==> src/rtl/mux_rr_arbiter_pkg.sv <==
// Shared definitions for the two-source round-robin arbiter:
// output-register state encoding and the default data width.
package mux_rr_arbiter_pkg;

    localparam int DEFAULT_WIDTH = 4;

    // EMPTY: data_out holds no word for downstream; FULL: it does.
    typedef enum logic {
        EMPTY = 1'b0,
        FULL  = 1'b1
    } arb_state_e;

    // Source index encoding used for sel and the round-robin pointer.
    localparam logic SRC0 = 1'b0;
    localparam logic SRC1 = 1'b1;

endpackage

==> src/rtl/mux_rr_arbiter.sv <==
// Two-source round-robin arbiter feeding a single registered output slot.
//
// Handshake: every port pair is valid/ready. A transfer happens in a cycle
// where both valid and ready are high at the rising edge; valid never
// depends on ready, while ready_0/ready_1 depend combinationally on the
// source valids, ready_out and the arbiter state.
//
// The output slot accepts a new word whenever it is empty or is being
// drained in the same cycle, so back-to-back traffic sustains one word per
// cycle. When both sources request, the one not granted most recently wins.
module mux_rr_arbiter
    import mux_rr_arbiter_pkg::*;
#(
    parameter int WIDTH = DEFAULT_WIDTH
) (
    input  logic             clk,
    input  logic             reset,
    input  logic             valid_0,
    input  logic [WIDTH-1:0] din_0,
    output logic             ready_0,
    input  logic             valid_1,
    input  logic [WIDTH-1:0] din_1,
    output logic             ready_1,
    input  logic             ready_out,
    output logic             valid_out,
    output logic [WIDTH-1:0] data_out,
    output logic             sel
);

    arb_state_e       state_q;
    arb_state_e       state_d;
    logic             last_q;
    logic             out_free;
    logic             grant_valid;
    logic             grant_idx;
    logic [WIDTH-1:0] din_sel;

    assign valid_out = (state_q == FULL);
    assign out_free  = !valid_out || ready_out;

    // Grant selection: a lone requester wins; on contention the pointer
    // picks the source that was not served last.
    always_comb begin
        grant_valid = 1'b0;
        grant_idx   = SRC0;
        if (valid_0 && valid_1) begin
            grant_valid = 1'b1;
            grant_idx   = ~last_q;
        end else if (valid_0) begin
            grant_valid = 1'b1;
            grant_idx   = SRC0;
        end else if (valid_1) begin
            grant_valid = 1'b1;
            grant_idx   = SRC1;
        end
    end

    // Acknowledge only the granted source, only when the slot can take a
    // word, and never while reset is asserted.
    always_comb begin
        ready_0 = 1'b0;
        ready_1 = 1'b0;
        if (!reset && out_free && grant_valid) begin
            ready_0 = (grant_idx == SRC0);
            ready_1 = (grant_idx == SRC1);
        end
    end

    // 2:1 datapath selection of the granted source's word.
    always_comb begin
        din_sel = (grant_idx == SRC1) ? din_1 : din_0;
    end

    // Next-state: any grant fills the slot; a free slot with no grant empties;
    // a stalled FULL slot holds.
    always_comb begin
        state_d = state_q;
        if (out_free) begin
            if (grant_valid) begin
                state_d = FULL;
            end else begin
                state_d = EMPTY;
            end
        end
    end

    // State register.
    always_ff @(posedge clk) begin
        if (reset) begin
            state_q <= EMPTY;
        end else begin
            state_q <= state_d;
        end
    end

    // Output word, source index and round-robin pointer; these change only
    // when a source transfer occurs, so a stall or an idle drain holds them.
    always_ff @(posedge clk) begin
        if (reset) begin
            data_out <= '0;
            sel      <= SRC0;
            last_q   <= SRC1;
        end else if (out_free && grant_valid) begin
            data_out <= din_sel;
            sel      <= grant_idx;
            last_q   <= grant_idx;
        end
    end

endmodule

==> config.mk <==
export PLATFORM = sky130hd
export DESIGN_NAME = mux_rr_arbiter
export DESIGN_NICKNAME = d
export VERILOG_FILES = /design/src/rtl/mux_rr_arbiter_pkg.sv /design/src/rtl/mux_rr_arbiter.sv
export SDC_FILE = /design/constraint.sdc
export NUM_CORES = 1
export LEC_CHECK = 0
export CORE_UTILIZATION = 25
export DETAILED_ROUTE_END_ITERATION = 10
export GPL_TIMING_DRIVEN = 1
export PLACE_DENSITY_LB_ADDON = 0.08
export SETUP_SLACK_MARGIN = 0.5
export SLEW_MARGIN = 0
export SYNTH_ARGS = -nofsm -noshare
export SYNTH_HDL_FRONTEND = slang
export SYNTH_SLANG_ARGS = --single-unit
==> constraint.sdc <==
create_clock -name clk -period 1.3 [get_ports clk]
set_input_delay 0.26 -clock clk [delete_from_list [all_inputs] [get_ports clk]]
set_output_delay 0.26 -clock clk [all_outputs]
set_load 0.01 [all_outputs]
==> metrics.cfg <==
[worst_setup_path]
setup.worst_path.start_class=flop
crit_required_ns=1.04
critPathLaunch=last_q
rr_startpoint=last_q
critical_path.max_fanout=3
reg2reg_depth=7
crit_type=reg2out
worst_setup_path_end_kind=output pin
rrSetupSlack_ns=-0.09
worstReg2RegEnd=data_out[0]
crit_path_end=ready_1
arrival_ns=1.14

[yosys]
synth-seq-cells=7
yosys.area.top_type_share_pct=40.1
yosys-top-cells-area=dfxtp_1 40%, a21oi_1 7.2%, nor4_4 6.1%, a221o_1 5.7%, and4_1 5.0%
syn_area_per_cell_um2=9.97
yosys.area.top_type=dfxtp_1
async_flop_share_pct=0
synth_cells=35
yosys_most_used_dff=dfxtp_1
synth_seq_area_share_pct=40.1
synth_nets=48
synth_edf_count=0
yosys_warnings=0
synth_cell_types=23
netlist_area_um2=349

[sta]
min_period_ns=1.40
fin_skew_ns=0.000911
worst_slack_ns=-0.101
max_freq_mhz=714
worst_pin_slew_ns=0.242
maxSlewViolCount=0
hold_viol=0
fin_crit_sh_pct=108
rsz0062_at_grt=true
timing.slew.headroom_pct=83.9
setup_violations=5

[grt]
grt_max_degree=9
track_usage_pct=18.2
grt_pass1_vias=435
grt_first_pass_wirelength_um=1900
grt-ovfl-total=0
antenna_found_initial=0

[status]
violations=setup timing
status=complete, but fails checks

[die]
die_h_um=39.4
pin_count=21
coreArea_mm2=0.00130
die_x_um=39.4
rows=13
start_util_pct=26.8
die_area_mm2=0.00155

[cells_and_area]
fin_util_pct=66.6
fin_cells=96
final_cell_mix=16 x buf_6, 13 x buf_4, 8 x clkdlybuf4s50_1
num_antenna_cells=0
drive_gt1_share_pct=69.1
fin_nets=95
final_common_cell=buf_6
synthToLayoutAreaGrowth_pct=148

[pwr]
pwr-share-comb_pct=36.5
power.internal_w=0.000521
ir_worst_vdd_mv=0.505
seq_power_share_pct=34.9
p_sw_w=0.000195
p_per_area_mw_per_mm2=825
leakagePower_nw=0.390
power.share.clock_pct=28.6
switching_share_pct=27.3
p_total_w=0.000716

[drt]
met2WireLength_um=696
drt_iter0_drc=8
drtPass1Iterations=4
wl_met3_um=56
wl_per_cell_um=13.5
via_count=469
wl_met1_um=527
drt_wl_total_um=1290
antenna_left=0
top_layer_used=met4
viasPerCell=4.89
drcViolationCount=0

[clock_tree]
cts_hold_buf=0
clockBufferDepth=2
cts_tree=done
htreeDepth=1
numCtsBuffers=3
clkSlewWorstSetupHoldPaths_ns=0.06
clk_latency_ns=0.25
clockRootBuffer=clkbuf_4
clkSinkCount=7

[placement]
gp_congestion=0.788
port_buffers=20
dp_worst_setup_slack_ns=-0.713
place_hpwl_um=829
placed_cells=80

[hold_path]
whs_path_depth=1
hold_class=reg2reg

[job]
cap_violations=0

-- cell type report --
| class | instances | area (um^2) |
|---|---|---|
| Sequential cell | 7 | 149 |
| Clock buffer | 4 | 26.3 |
| Multi-Input combinational cell | 25 | 254 |
| Tap cell | 15 | 18.8 |
| Fill cell | 104 | 434 |
| Timing Repair Buffer | 43 | 409 |
| Inverter | 2 | 10.0 |
-- power by group through the flow --
| stage | clock network [W] | registers (W) | logic (W) |
|---|---|---|---|
| CTS | 0.000205 | 0.000250 | 0.000238 |
| global placement | 0 | 0.000248 | 0.000177 |
| finish | 0.000205 | 0.000250 | 0.000261 |
| global route | 0.000220 | 0.000251 | 0.000278 |
| detailed placement | 0 | 0.000250 | 0.000180 |
| floorplan | 0 | 0.000256 | 0.0000573 |
-- Yosys cell counts (all sizes together), types with 2 or more instances --
library cell	count
inv	2
and4	2
a221o	2
a21oi	5
dfxtp	7
-- critical path: stages, from the launching register on --
cell and delay [ns]:
dfxtp_2 0.33, buf_4 0.13, a21oi_2 0.13, and3_4 0.20, buf_6 0.09
-- stage by stage --
stage	hold slack [ns]	cell area [um^2]	TNS, ns
2_1_floorplan	0.322	365	0
3_3_place_gp	0.436	656	-3.34
3_5_place_dp	0.440	656	-3.72
4_1_cts	0.461	823	-0.127
5_1_grt	0.471	867	-0.654
6_report	0.458	867	-0.335
-- sequential cells by signal, summed over array words and instances (netlist names) --
register	count
sel	1
valid_out	1
data_out	4
last_q	1
-- worst min-delay path by stage --
| stage | from | end | slack [ns] |
|---|---|---|---|
| 6_report | sel | sel | 0.46 |
| 3_3_place_gp | sel | sel | 0.44 |
| 3_5_place_dp | sel | sel | 0.44 |
| 4_1_cts | sel | sel | 0.46 |
| 5_1_grt | sel | sel | 0.47 |
| 2_1_floorplan | reset | valid_out | 0.32 |
-- metal layers --
| layer | vias to the layer above | global-route usage, % |
|---|---|---|
| met2 | 17 | 29.2 |
| met5 | - | 0 |
| met4 | 0 | 12.1 |
| li1 | 232 | - |
| met3 | 2 | 3.41 |
| met1 | 218 | 21.8 |
-- cell families (layout without fill, tap and decap cells) --
kind of cell,after synthesis,after routing,share of synthesized area (%)
DFF,7,7,40.1
buffers and inverters,3,49,3.58
and+or+nand+nor,10,10,24.0
muxes,1,1,2.87
AOI/OAI and AO/OA,14,14,29.4
-- repair_timing --
item,4_1_cts,5_1_grt
pin swaps,12,7
gates resized for setup,69,5
buffers inserted,9,3
endpoints found under the setup margin,15,15
(Power assumes the default switching activity.)
